$ cat config.mk
export PLATFORM = sky130hd
export DESIGN_NAME = dut_step_sequencer
export DESIGN_NICKNAME = d
export VERILOG_FILES = /design/src/rtl/qdma_app_pkg.sv /design/src/rtl/seq_down_counter.sv /design/src/rtl/dut_step_sequencer.sv
export SDC_FILE = /design/constraint.sdc
export NUM_CORES = 1
export LEC_CHECK = 0
export ABC_CLOCK_PERIOD_IN_PS = 2740
export BUFFER_PORTS_ARGS = -buffer_cell sky130_fd_sc_hd__buf_2
export CAP_MARGIN = 15
export CORE_UTILIZATION = 35
export CTS_BUF_LIST = sky130_fd_sc_hd__clkbuf_16
export CTS_CLUSTER_SIZE = 25
export DETAILED_ROUTE_END_ITERATION = 10
export PLACE_DENSITY = 0.54
export SYNTH_ARGS = -nofsm -noshare
export SYNTH_HDL_FRONTEND = slang
export SYNTH_HIERARCHICAL = 1
export SYNTH_SLANG_ARGS = --single-unit
$ cat constraint.sdc
create_clock -name clk -period 2.74 [get_ports clk]
set_input_delay 0.137 -clock clk [delete_from_list [all_inputs] [get_ports clk]]
set_output_delay 0.137 -clock clk [all_outputs]
set_load 0.01 [all_outputs]
$ cat src/rtl/qdma_app_pkg.sv
// Shared types and defaults for the QDMA application-layer step sequencer.
// Latency: n/a (types and constants only).
// Backpressure: n/a.
//   seq_state_t     : sequencer FSM states
//   STEP_W_DEF      : default width of the step-count field in h2c tuser_mdata
//   MAX_STEPS_DEF   : default clamp on DUT cycles per packet
//   MDATA_STEP_OFS  : bit offset of the step-count field inside tuser_mdata
package qdma_app_pkg;

  typedef enum logic [2:0] {
    IDLE,
    RUN,
    SETTLE,
    CAPTURE,
    WAIT_C2H
  } seq_state_t;

  localparam int STEP_W_DEF     = 16;
  localparam int MAX_STEPS_DEF  = 1024;
  localparam int MDATA_W        = 32;
  localparam int MDATA_STEP_OFS = 0;

endpackage

$ cat src/rtl/seq_down_counter.sv
// Loadable down-counter with a zero flag; stops at zero instead of wrapping.
// Latency: load/decrement visible the cycle after i_load/i_dec.
// Backpressure: none; load takes priority over decrement.
//   clk, rst_n  : clock, async active-low reset (count clears to 0)
//   i_load      : load i_load_val this cycle
//   i_load_val  : value to load
//   i_dec       : decrement by one unless already zero
//   o_zero      : current count is zero
module seq_down_counter #(
  parameter int W = 8
) (
  input  logic         clk,
  input  logic         rst_n,
  input  logic         i_load,
  input  logic [W-1:0] i_load_val,
  input  logic         i_dec,
  output logic         o_zero
);

  logic [W-1:0] r_count;

  always_ff @(posedge clk or negedge rst_n) begin
    if (!rst_n) begin
      r_count <= '0;
    end else if (i_load) begin
      r_count <= i_load_val;
    end else if (i_dec && (r_count != '0)) begin
      r_count <= r_count - W'(1);
    end
  end

  assign o_zero = (r_count == '0);

endmodule

$ cat src/rtl/dut_step_sequencer.sv
// Per H2C packet: gate the DUT clock for N cycles, settle, pulse C2H capture, wait for C2H.
// Latency: CE rises the cycle after h2c_pkt_done; capture follows the last CE cycle by SETTLE_CYCLES+1.
// Backpressure: ctrl_h2c_en is low outside IDLE; WAIT_C2H ends on c2h_pkt_sent or timeout.
//   Inputs : clk, rst_n, h2c_pkt_done, h2c_pkt_mdata[31:0], c2h_pkt_sent
//   Outputs: ctrl_h2c_en, dut_clk_en, ctrl_c2h_capture, busy, steps_done, err_clamp, err_timeout
//   Optional (macro DUT_STEP_STATS_EN): stat_pkts[31:0], stat_cycles[47:0]
module dut_step_sequencer
  import qdma_app_pkg::*;
#(
  parameter int STEP_W        = STEP_W_DEF,
  parameter int MAX_STEPS     = MAX_STEPS_DEF,
  parameter int SETTLE_CYCLES = 1,
  parameter int C2H_TIMEOUT   = 4096
) (
  input  logic               clk,
  input  logic               rst_n,
  input  logic               h2c_pkt_done,
  input  logic [MDATA_W-1:0] h2c_pkt_mdata,
  input  logic               c2h_pkt_sent,
  output logic               ctrl_h2c_en,
  output logic               dut_clk_en,
  output logic               ctrl_c2h_capture,
  output logic               busy,
  output logic [STEP_W-1:0]  steps_done,
  output logic               err_clamp,
`ifdef DUT_STEP_STATS_EN
  output logic [31:0]        stat_pkts,
  output logic [47:0]        stat_cycles,
`endif
  output logic               err_timeout
);

  // steps_done can never saturate in practice because the clamp is below its range.
  if (longint'(MAX_STEPS) >= (64'(1) << STEP_W) || MAX_STEPS < 1) begin : g_bad_max_steps
    $error("dut_step_sequencer: MAX_STEPS must be in 1 .. 2**STEP_W-1");
  end

  // One counter serves both RUN and SETTLE, so size it for the larger of the two.
  localparam int CNT_MAX   = (MAX_STEPS > SETTLE_CYCLES) ? MAX_STEPS : SETTLE_CYCLES;
  localparam int CNT_W     = $clog2(CNT_MAX + 1);
  localparam int TO_W      = (C2H_TIMEOUT > 1) ? $clog2(C2H_TIMEOUT + 1) : 1;
  localparam bit SETTLE_EN = (SETTLE_CYCLES > 0);
  localparam bit TO_EN     = (C2H_TIMEOUT > 0);
  // Counters are loaded with length-1 so the zero flag marks the final cycle of a phase.
  localparam logic [CNT_W-1:0] SETTLE_LD = SETTLE_EN ? CNT_W'(SETTLE_CYCLES - 1) : '0;
  localparam logic [TO_W-1:0]  TO_LD     = TO_EN ? TO_W'(C2H_TIMEOUT - 1) : '0;

  seq_state_t        r_state;
  logic              r_h2c_en;
  logic              r_clk_en;
  logic              r_capture;
  logic [STEP_W-1:0] r_steps;
  logic              r_err_clamp;
  logic              r_err_timeout;

  logic [STEP_W-1:0] w_req;
  logic              w_clamp;
  logic [STEP_W-1:0] w_n_eff;
  logic              w_step_load;
  logic [CNT_W-1:0]  w_step_val;
  logic              w_step_dec;
  logic              w_step_zero;
  logic              w_to_load;
  logic              w_to_dec;
  logic              w_to_zero;
  logic              w_unused_mdata;

  assign w_req          = h2c_pkt_mdata[MDATA_STEP_OFS +: STEP_W];
  assign w_clamp        = (w_req > STEP_W'(MAX_STEPS));
  assign w_n_eff        = (w_req == '0) ? STEP_W'(1) : (w_clamp ? STEP_W'(MAX_STEPS) : w_req);
  assign w_unused_mdata = ^h2c_pkt_mdata;

  always_comb begin
    w_step_load = 1'b0;
    w_step_val  = '0;
    w_step_dec  = 1'b0;
    w_to_load   = 1'b0;
    w_to_dec    = 1'b0;
    case (r_state)
      IDLE: begin
        if (h2c_pkt_done) begin
          w_step_load = 1'b1;
          w_step_val  = CNT_W'(w_n_eff - STEP_W'(1));
        end
      end
      RUN: begin
        if (w_step_zero) begin
          w_step_load = SETTLE_EN;
          w_step_val  = SETTLE_LD;
        end else begin
          w_step_dec = 1'b1;
        end
      end
      SETTLE:   w_step_dec = 1'b1;
      CAPTURE:  w_to_load  = 1'b1;
      WAIT_C2H: w_to_dec   = 1'b1;
      default: ;
    endcase
  end

  seq_down_counter #(.W(CNT_W)) u_step_cnt (
    .clk        (clk),
    .rst_n      (rst_n),
    .i_load     (w_step_load),
    .i_load_val (w_step_val),
    .i_dec      (w_step_dec),
    .o_zero     (w_step_zero)
  );

  seq_down_counter #(.W(TO_W)) u_to_cnt (
    .clk        (clk),
    .rst_n      (rst_n),
    .i_load     (w_to_load),
    .i_load_val (TO_LD),
    .i_dec      (w_to_dec),
    .o_zero     (w_to_zero)
  );

  always_ff @(posedge clk or negedge rst_n) begin
    if (!rst_n) begin
      r_state       <= IDLE;
      r_h2c_en      <= 1'b1;
      r_clk_en      <= 1'b0;
      r_capture     <= 1'b0;
      r_steps       <= '0;
      r_err_clamp   <= 1'b0;
      r_err_timeout <= 1'b0;
    end else begin
      case (r_state)
        IDLE: begin
          if (h2c_pkt_done) begin
            r_state  <= RUN;
            r_h2c_en <= 1'b0;
            r_clk_en <= 1'b1;
            r_steps  <= '0;
            if (w_clamp) r_err_clamp <= 1'b1;
          end
        end
        RUN: begin
          if (r_steps != '1) r_steps <= r_steps + STEP_W'(1);
          if (w_step_zero) begin
            r_clk_en <= 1'b0;
            if (SETTLE_EN) begin
              r_state <= SETTLE;
            end else begin
              r_state   <= CAPTURE;
              r_capture <= 1'b1;
            end
          end
        end
        SETTLE: begin
          if (w_step_zero) begin
            r_state   <= CAPTURE;
            r_capture <= 1'b1;
          end
        end
        CAPTURE: begin
          r_capture <= 1'b0;
          r_state   <= WAIT_C2H;
        end
        WAIT_C2H: begin
          // A sent pulse on the final timeout cycle takes priority over the abort.
          if (c2h_pkt_sent) begin
            r_state  <= IDLE;
            r_h2c_en <= 1'b1;
          end else if (TO_EN && w_to_zero) begin
            r_err_timeout <= 1'b1;
            r_state       <= IDLE;
            r_h2c_en      <= 1'b1;
          end
        end
        default: begin
          r_state   <= IDLE;
          r_h2c_en  <= 1'b1;
          r_clk_en  <= 1'b0;
          r_capture <= 1'b0;
        end
      endcase
    end
  end

  assign ctrl_h2c_en      = r_h2c_en;
  assign dut_clk_en       = r_clk_en;
  assign ctrl_c2h_capture = r_capture;
  assign busy             = (r_state != IDLE);
  assign steps_done       = r_steps;
  assign err_clamp        = r_err_clamp;
  assign err_timeout      = r_err_timeout;

`ifdef DUT_STEP_STATS_EN
  logic [31:0] r_stat_pkts;
  logic [47:0] r_stat_cycles;

  always_ff @(posedge clk or negedge rst_n) begin
    if (!rst_n) begin
      r_stat_pkts   <= '0;
      r_stat_cycles <= '0;
    end else begin
      if (r_clk_en) r_stat_cycles <= r_stat_cycles + 48'd1;
      if ((r_state == WAIT_C2H) && c2h_pkt_sent) r_stat_pkts <= r_stat_pkts + 32'd1;
    end
  end

  assign stat_pkts   = r_stat_pkts;
  assign stat_cycles = r_stat_cycles;
`endif

endmodule

* Word level (Yosys, flattened, before mapping) *
Index checks and enable logic that the tools add are counted.

storage, ports and cells
  bits in registers = 48
  bits in latches = 0
  memory bits (writable) = 0
  memory bits (read-only) = 0
  bits of input ports = 36
  output and inout port bits = 22
  logic and storage cells = 83
  memories kept = 0

cells by class
  $add $sub $neg = 4
  multipliers = 0
  divide/modulo/power cells = 0
  $lt $le $gt $ge = 1
  equality and inequality tests = 10
  shift operators = 0
  mux-type cells = 33
  bitwise gates (word level) = 4
  reductions and logical operators = 22

operators by type and width
  kind                     number
  $mux W11                 6
  $mux W16                 2
  $pmux W16 S2             1
  $mux W13                 2
  $sub A11 B1 Y11 const B  2
  $add A16 B1 Y16 const B  1
  $gt A16 B11 Y1 const B   1
  $logic_not A16 Y1        1
  $ne A16 B16 Y1 const B   1
  $mux W3                  5
  $pmux W3 S5              1
  $reduce_and A3 Y1        5
  $logic_not A13 Y1        1
  $reduce_bool A13 Y1      1
  $sub A13 B1 Y13 const B  1
  $logic_not A11 Y1        1
  $mux W1                  11
  $reduce_bool A11 Y1      1
  $reduce_or A3 Y1         3
  $eq A3 B2 Y1 const B     2
  $pmux W1 S2              3
  $pmux W1 S3              2
  $reduce_bool A2 Y1       3
  $ne A2 B1 Y1 const B     2
  other kinds (10)         15

* Depth between registers and ports, before layout *
Gate-level depths: netlist (run 1).

  depth after elaboration = 7
  depth in mapped cells = 10
  depth with buffers taken out = 10

* Hierarchy *
The synthesis (run 1) kept the hierarchy.

modules (own cells, without submodules)
  module                         instances  cells an instance  area an instance (sq um)  seq. area each (sq um)
  dut_step_sequencer             1          206                1701.6                    601.8
  seq_down_counter (u_to_cnt)    1          103                898.4                     325.3
  seq_down_counter (u_step_cnt)  1          75                 706.9                     275.3

* Least setup slack after synthesis (run 1) *
OpenSTA, ideal clock, no wires.

  kind = register -> register
  start = reg u_step_cnt.r_count[0]
  end = reg u_step_cnt.r_count[9]
  setup time = 0.131 ns
  data arrival time = 2.379 ns
  data required time = 2.609 ns
  path slack = 0.230 ns
  stages on the path, launching flop included = 11
  path buffers = 0
  clock period less this slack = 2.510 ns
  cell sequence = dfrtp_1 inv_1 ha_1 nor4b_4 and3_1 o21a_1 nor2_1 or4b_1 a2111oi_2 xnor2_1 o21ai_1

on the way
  cells in the longest elaborated chain, start to end = 5
  elaborated cells on any way between the ends = 11
  classes of those cells = 1 x add/sub; 6 x mux; 4 x reduce/logical

RTL lines
  element                              line                      source
  start, declared                      seq_down_counter.sv:20    logic [W-1:0] r_count;
  start signal, assigned               seq_down_counter.sv:26    r_count <= i_load_val;
  start signal, assigned               seq_down_counter.sv:28    r_count <= r_count - W'(1);
  $logic_not A11 Y1                    seq_down_counter.sv:32    assign o_zero = (r_count == '0);
  named net w_step_zero                dut_step_sequencer.sv:62  logic w_step_zero;
  $mux W1                              dut_step_sequencer.sv:87  if (w_step_zero) begin
  $pmux W1 S2                          dut_step_sequencer.sv:79  case (r_state)
  named net w_step_dec                 dut_step_sequencer.sv:61  logic w_step_dec;
  $logic_and A1 B1 Y1                  seq_down_counter.sv:27    end else if (i_dec && (r_count != '0)) begin
  $reduce_bool A2 Y1 (no source line)  n/a

The timed path passes the listed nets, and every way through them passes these cells. The select of a mux whose other input is x is not followed.
A chain may end at the register's enable or synchronous reset.

* Worst setup path after layout (run 1) *
Ends and elaborated chain as after synthesis.

==> impl_metrics.json, run 1 <==
{
  "status": "finished with violations",
  "syn_to_final_growth_pct": 19.6,
  "cp-start-kind": "flip-flop",
  "synth_area_um2": 3310,
  "grt_max_degree": 31,
  "pin_count": 58,
  "final_antenna_net_count": 0,
  "timing_max_transition_violations_final": 0,
  "clk_latency_ns": 0.29,
  "cp_max_fo": 5,
  "async_flop_share_pct": 100,
  "violations": "DRC",
  "dp_hpwl_mm": 5.83,
  "worstPathArrival_ns": 2.67,
  "crit_family": "simple AND/OR/NAND/NOR gates",
  "die_h_um": 99.2,
  "stdcell_count": 561,
  "dr.pass1.iters": 7,
  "n_fill_cell": 933,
  "ys_ff_latch": 48,
  "hold_viol": 0,
  "ctsHtreeMaxLevel": 2,
  "core_area_um2": 9200,
  "die_area_um2": 9840,
  "clkPwrFrac_pct": 22.1,
  "groute.usage.overall_pct": 16.8,
  "seq_area_frac_synth_pct": 36.4,
  "final_cell_mix": "47 x nor2_1, 47 x dfrtp_1, 41 x buf_2, 40 x nand2_1, 24 x o21ai_0",
  "yosys_warnings": 6,
  "postLayoutCoreUtil_pct": 43.0,
  "cts.sink_count": 48,
  "initial_utilization_pct": 36.0,
  "relSlewSlack_pct": 60.1,
  "switchingPower_mw": 1.18,
  "critPathKind": "flip-flop to flip-flop",
  "cpMaxStageDelayCell": "or4b_1",
  "setup_viol": 0,
  "die_w_um": 99.2,
  "p_int_mw": 1.91,
  "fin_nets": 490,
  "crit_chain": "inv_1, ha_1, nor4b_4, and3_1, o21a_1, nor2_4, or4b_1, a2111oi_2, xnor2_1, o21ai_1",
  "gr-total-overflow": 0,
  "cp_num_buf_inv": 1,
  "comb_power_share_pct": 38.8,
  "fin_crit_ns": 2.50,
  "postSynthAreaPerCell_um2": 8.61,
  "p_per_area_nw_per_um2": 783,
  "place.port_buffers": 41,
  "timing.hold.ws_ns": 0.179,
  "grt_pass1_wl_mm": 13.6,
  "postCtsSetupRepairBufs": 0,
  "cts-root-buf": "clkbuf_16",
  "clockBufferDepth": 2,
  "fp-row-count": 35,
  "fmax_mhz": 400,
  "setup_tns_ns": 0,
  "routed_wl_mm": 7.77,
  "synth_cell_type_count": 70,
  "antenna_cells": 0,
  "post-route-period-util_pct": 91.1,
  "antenna_found_initial": 0,
  "clkTransAtPathRegs_ns": 0.07,
  "hold_path.class": "primary input to flip-flop",
  "cts_tree": "yes",
  "dpl_cell_area_um2": 3770,
  "drtIter0Drc": 187,
  "drc": 2,
  "placed_cells": 552,
  "synth_edf_count": 0,
  "design_area_um2": 3960,
  "wl_per_cell_um": 13.8,
  "globalplace.congestion": 0.782,
  "layout-drive-gt1-share_pct": 21.1,
  "cts_buffers": 5,
  "grt_pass1_vias": 2772,
  "swShare_pct": 38.3,
  "cap_viol_max_count": 0,
  "via_per_inst": 5.34,
  "ys_dominant_reg_cell": "dfrtp_1",
  "p_leak_nw": 1.70,
  "vias": 2994,
  "synth_cells": 384,
  "seq_power_share_pct": 39.2,
  "required_ns": 2.91,
  "critPathMaxStageDelay_ns": 0.46,
  "tightest_slew_ns": 0.598,
  "rsz0062_at_grt": "false",
  "finalClockSkew_ns": 0.00945,
  "critPathCaptureType": "flip-flop",
  "peakVddDrop_mv": 0.358
}
worst register-to-register path: stages (launching register included):
cell and delay, ns:
dfrtp_1 0.38, inv_1 0.06, ha_1 0.23, nor4b_4 0.14, and3_1 0.20, o21a_1 0.22, nor2_4 0.13, or4b_1 0.46
a2111oi_2 0.33, xnor2_1 0.17, o21ai_1 0.07
power by group through the flow:
stage                     logic, mW  registers, mW  clock network, mW
after floorplan               0.810           1.19                  0
after global placement         1.17           1.21                  0
after detailed placement       1.19           1.22                  0
after CTS                      1.20           1.21              0.713
after global routing           1.37           1.25              0.739
final                          1.20           1.21              0.683
synth_stat cells, types with 3 or more instances:
master	number	area (µm²)
a2111oi_2	4	60.1
a211o_1	4	35.0
a211oi_1	6	45.0
a21o_1	3	22.5
a21oi_1	22	110
a31oi_1	3	18.8
and2_1	4	25.0
and3_1	4	25.0
buf_2	3	15.0
clkbuf_1	8	30.0
dfrtp_1	47	1180
ha_1	5	62.6
inv_1	16	60.1
nand2_1	40	150
nand2b_1	7	43.8
nand3_1	10	50.1
nand4_1	11	68.8
nor2_1	48	180
nor3_1	13	65.1
o211ai_1	4	30.0
o21a_1	6	45.0
o21ai_0	24	120
o21ai_1	3	15.0
o31ai_1	3	22.5
or2_2	4	25.0
or3_1	5	31.3
or4_1	3	22.5
xnor2_1	17	149
xor2_1	3	26.3
layer usage:
layer  GRT usage [%]  share of wire (%)  vias up
li1                -                  -     1519
met1            24.2                 52     1439
met2            27.1                 46       36
met3            2.67                2.2        0
met4            2.71                  0        0
met5               0                  0        -
sequential cells by signal, indices dropped and copies added, names as in the netlist:
signal	cells
steps_done	16
u_to_cnt/r_count	13
u_step_cnt/r_count	11
r_state	3
ctrl_c2h_capture	1
ctrl_h2c_en	1
dut_clk_en	1
err_clamp	1
err_timeout	1
per-stage QoR:
stage               power, mW  setup slack [ns]
floorplan                2.00             0.230
global placement         2.38             0.201
detailed placement       2.41             0.131
CTS                      3.12             0.119
global route             3.36            0.0395
finish                   3.10             0.243
what timing repair did:
| item | in CTS | in global routing |
|---|---|---|
| gates resized for setup | 0 | 3 |
| endpoints found under the hold margin | 18 | 0 |
| hold buffers | 1 | 0 |
| setup endpoints to repair | 0 | 2 |
final timing paths:
kind,startpoint,end,slack [ns],depth (start not counted)
setup / recovery,u_step_cnt/r_count[0],u_step_cnt/r_count[9],0.24,10
hold / removal,c2h_pkt_sent,err_timeout,0.18,3
setup reg to reg,u_step_cnt/r_count[0],u_step_cnt/r_count[9],0.24,10
hold reg to reg,err_clamp,err_clamp,0.47,1
max in group asynchronous,rst_n,ctrl_h2c_en,1.62,3
min in group asynchronous,rst_n,steps_done[5],0.33,2
final cells by class:
class / instances / area [µm²] / area share (%)
multi-input cells: 320 / 2050 / 51.9
repair buffers: 58 / 335 / 8.48
clock buffers: 5 / 125 / 3.16
flip-flops and latches: 48 / 1200 / 30.4
clock inverters: 3 / 38.8 / 0.981
inverters: 16 / 60.1 / 1.52
well taps: 111 / 139 / 3.51
cell families (layout without fill, tap and decap cells):
| group | count (synthesis) | after routing | synth area share [%] |
|---|---|---|---|
| buffers and inverters | 27 | 82 | 3.18 |
| xor gates and xnor gates | 20 | 20 | 5.30 |
| other | 2 | 13 | 0.227 |
| adders and majority gates | 5 | 5 | 1.89 |
| and+or+nand+nor | 177 | 177 | 30.5 |
| DFF | 48 | 48 | 36.4 |
| muxes | 5 | 5 | 1.63 |
| AOI/OAI and AO/OA | 100 | 100 | 20.9 |
Note: power is estimated with default switching activity, not from simulation.
==> run 2, diff against run 1 <==
--- a/config.mk
+++ b/config.mk
@@ -8,12 +8,12 @@
 export ABC_CLOCK_PERIOD_IN_PS = 2740
 export BUFFER_PORTS_ARGS = -buffer_cell sky130_fd_sc_hd__buf_2
 export CAP_MARGIN = 15
+export CORE_MARGIN = 2
 export CORE_UTILIZATION = 35
 export CTS_BUF_LIST = sky130_fd_sc_hd__clkbuf_16
 export CTS_CLUSTER_SIZE = 25
 export DETAILED_ROUTE_END_ITERATION = 10
-export PLACE_DENSITY = 0.54
+export PLACE_DENSITY = 0.55
 export SYNTH_ARGS = -nofsm -noshare
 export SYNTH_HDL_FRONTEND = slang
-export SYNTH_HIERARCHICAL = 1
 export SYNTH_SLANG_ARGS = --single-unit
==> run 2 against run 1 <==
  * The run now ends clean
  * Die area decreased by 4.9%
  * Clock skew decreased by 0.0023 ns
  * Sequential share of layout area increased by 3.3 points
  * Register-to-register slack improved by 0.13 ns
  * First-iteration DRC count decreased by 38%
  * Count of clock-buffer cells in the layout unchanged
  * Combinational power decreased by 17%
  * Total power decreased by 5.3%
  * Non-clock buffer count decreased by 6
  * Flip-flop and latch count unchanged
  * Global-route usage decreased by 1.7 points
  * Core utilization increased by 0.19 points
  * Critical endpoint is now u_to_cnt.r_count[6]
==> impl_metrics.json, run 2 <==
{
  "status": "finished clean",
  "p_per_area_nw_per_um2": 822,
  "postSynthAreaPerCell_um2": 8.90,
  "hold_viol": 0,
  "synthMostInstantiatedCell": "dfrtp_1",
  "via_per_inst": 5.55,
  "grt_pass1_vias": 2594,
  "core_area_um2": 8260,
  "pre_cts_ws_ns": 0.252,
  "required_ns": 2.95,
  "cp-start-kind": "flip-flop",
  "clkTransAtPathRegs_ns": 0.06,
  "timing_max_transition_violations_final": 0,
  "setup_tns_ns": 0,
  "place.port_buffers": 41,
  "globalplace.congestion": 0.824,
  "synth_edf_count": 0,
  "ff_latch_area_um2": 1200,
  "yosys_warnings": 0,
  "postLayoutCoreUtil_pct": 43.2,
  "synth_cells": 338,
  "clk_latency_ns": 0.29,
  "dpl_cell_area_um2": 3370,
  "pin_count": 58,
  "cap_viol_max_count": 0,
  "ctsHoldBuffers": 1,
  "cts_tree": "yes",
  "largest_register_ffs": 16,
  "fin_crit_ns": 2.36,
  "peakVddDrop_mv": 0.504,
  "synth.top_cells.by_count": "47 x dfrtp_1, 30 x nand2_1, 30 x nor2_1",
  "critPathKind": "flip-flop to flip-flop",
  "drc": 0,
  "worstPathArrival_ns": 2.58,
  "groute.usage.overall_pct": 15.2,
  "postCtsSetupRepairBufs": 0,
  "wl_per_cell_um": 14.6,
  "relSlewSlack_pct": 57.5,
  "seq_area_frac_synth_pct": 40.0,
  "n_fill_cell": 829,
  "synth_area_um2": 3010,
  "p_leak_nw": 1.57,
  "synth_area_leaders": "dfrtp_1 39%, xor2_1 3.8%, nand2_1 3.7%, nor2_1 3.7%, a21oi_1 3.3%",
  "multi_input_area_um2": 1690,
  "ctsResizeCount": 0,
  "dp_hpwl_mm": 5.26,
  "syn_to_final_growth_pct": 18.5,
  "timing.hold.ws_ns": 0.0844,
  "tightest_slew_ns": 0.637,
  "clockBufferDepth": 2,
  "finalClockSkew_ns": 0.00711,
  "antenna_found_initial": 0,
  "setup_viol": 0,
  "critPathCaptureType": "flip-flop",
  "layout_commonest_cell": "dfrtp_1",
  "die_h_um": 96.7,
  "final_cell_mix": "47 x dfrtp_1, 41 x buf_2, 30 x nor2_1, 30 x nand2_1, 20 x a21oi_1",
  "hold_path.class": "primary input to flip-flop",
  "die_w_um": 96.7,
  "layout-drive-gt1-share_pct": 19.9,
  "cts_buffers": 5,
  "initial_utilization_pct": 36.4,
  "fin_nets": 425,
  "fp-row-count": 33,
  "yosys.area.top_type": "dfrtp_1",
  "yosysTopAreaCellShare_pct": 39.1,
  "fmax_mhz": 423,
  "die_area_um2": 9350,
  "grt_pass1_wl_mm": 12.0,
  "cts-root-buf": "clkbuf_16",
  "ys_ff_latch": 48,
  "cts.sink_count": 48,
  "routed_wl_mm": 7.18,
  "cp_max_fo": 10,
  "ctsHtreeMaxLevel": 2,
  "ys_dominant_reg_cell": "dfrtp_1",
  "fin_ws_ns": 0.375,
  "dr.pass1.iters": 4,
  "post-route-period-util_pct": 86.3,
  "vias": 2723,
  "drtIter0Drc": 116,
  "design_area_um2": 3570,
  "antenna_cells": 0,
  "final_antenna_net_count": 0,
  "gr-total-overflow": 0,
  "rsz0062_at_grt": "false",
  "async_flop_share_pct": 100,
  "synth_cell_type_count": 62,
  "syn_nets": 378,
  "grt_max_degree": 28
}
[run 2: cell count changes after synthesis, sizes merged, moves of 9 or more]
cell / before / now
xor2: 3 / 13
xnor2: 17 / 8
nand2: 40 / 30
o21ai: 28 / 17
nor2: 48 / 31
[run 2: logic make-up (layout without fill, tap and decap cells)]
kind of cell | count (synthesis) | in the layout | synth area share [%]
AND/OR/NAND/NOR | 146 | 146 | 27.1
XOR/XNOR | 21 | 21 | 6.11
flip-flops | 48 | 48 | 40.0
AO/OA/AOI/OAI | 86 | 86 | 19.7
multiplexers | 5 | 5 | 1.75
buffers and inverters | 28 | 76 | 3.74
adder cells (fa/ha/maj) | 4 | 4 | 1.66
[run 2: power by group]
part           leakage, nW  internal [mW]  switching (mW)  total [mW]
Sequential           0.610          0.923           0.229        1.15
Clock               0.0952          0.520           0.265       0.785
Combinational        0.864          0.453           0.541       0.995
[run 2: routing by layer]
metal / share of wire [%] / wire [µm] / GRT usage (%)
met2: 48 / 3470 / 25.7
met1: 46 / 3290 / 19.4
met5: 0 / 0 / 0
met3: 4.7 / 336 / 2.82
met4: 1.2 / 87 / 5.09
[run 2: path summary, 6_finish.rpt]
kind	start	end	slack, ns	depth (start not counted)
setup reg to reg	u_to_cnt.r_count[0]	u_to_cnt.r_count[6]	0.38	7
max in group asynchronous	rst_n	ctrl_h2c_en	1.55	3
hold reg to reg	err_timeout	err_timeout	0.46	2
setup / recovery	u_to_cnt.r_count[0]	u_to_cnt.r_count[6]	0.38	7
min in group asynchronous	rst_n	steps_done[5]	0.41	2
hold / removal	c2h_pkt_sent	err_timeout	0.08	2
[run 2: critical path: stages, from the launching register on]
cell and delay [ns]:
dfrtp_1 0.40, inv_1 0.10, ha_1 0.20, or4b_1 0.47
or4_4 0.52, o21ai_4 0.27, or3_1 0.16, mux2i_1 0.17
[run 2: metrics by stage]
step / cells / power, mW
2_1_floorplan: 338 / 1.95
3_3_place_gp: 482 / 2.14
3_5_place_dp: 482 / 2.16
4_1_cts: 491 / 2.96
5_1_grt: 491 / 3.15
6_report: 491 / 2.93
[run 2: final cells by class]
type,count,share of cell area (%)
sequential,48,33.7
clock inverter,3,1.79
timing repair buffer,52,8.14
inverter,16,1.68
tap,105,3.68
clock buffer,5,3.51
multi-input combinational,262,47.5
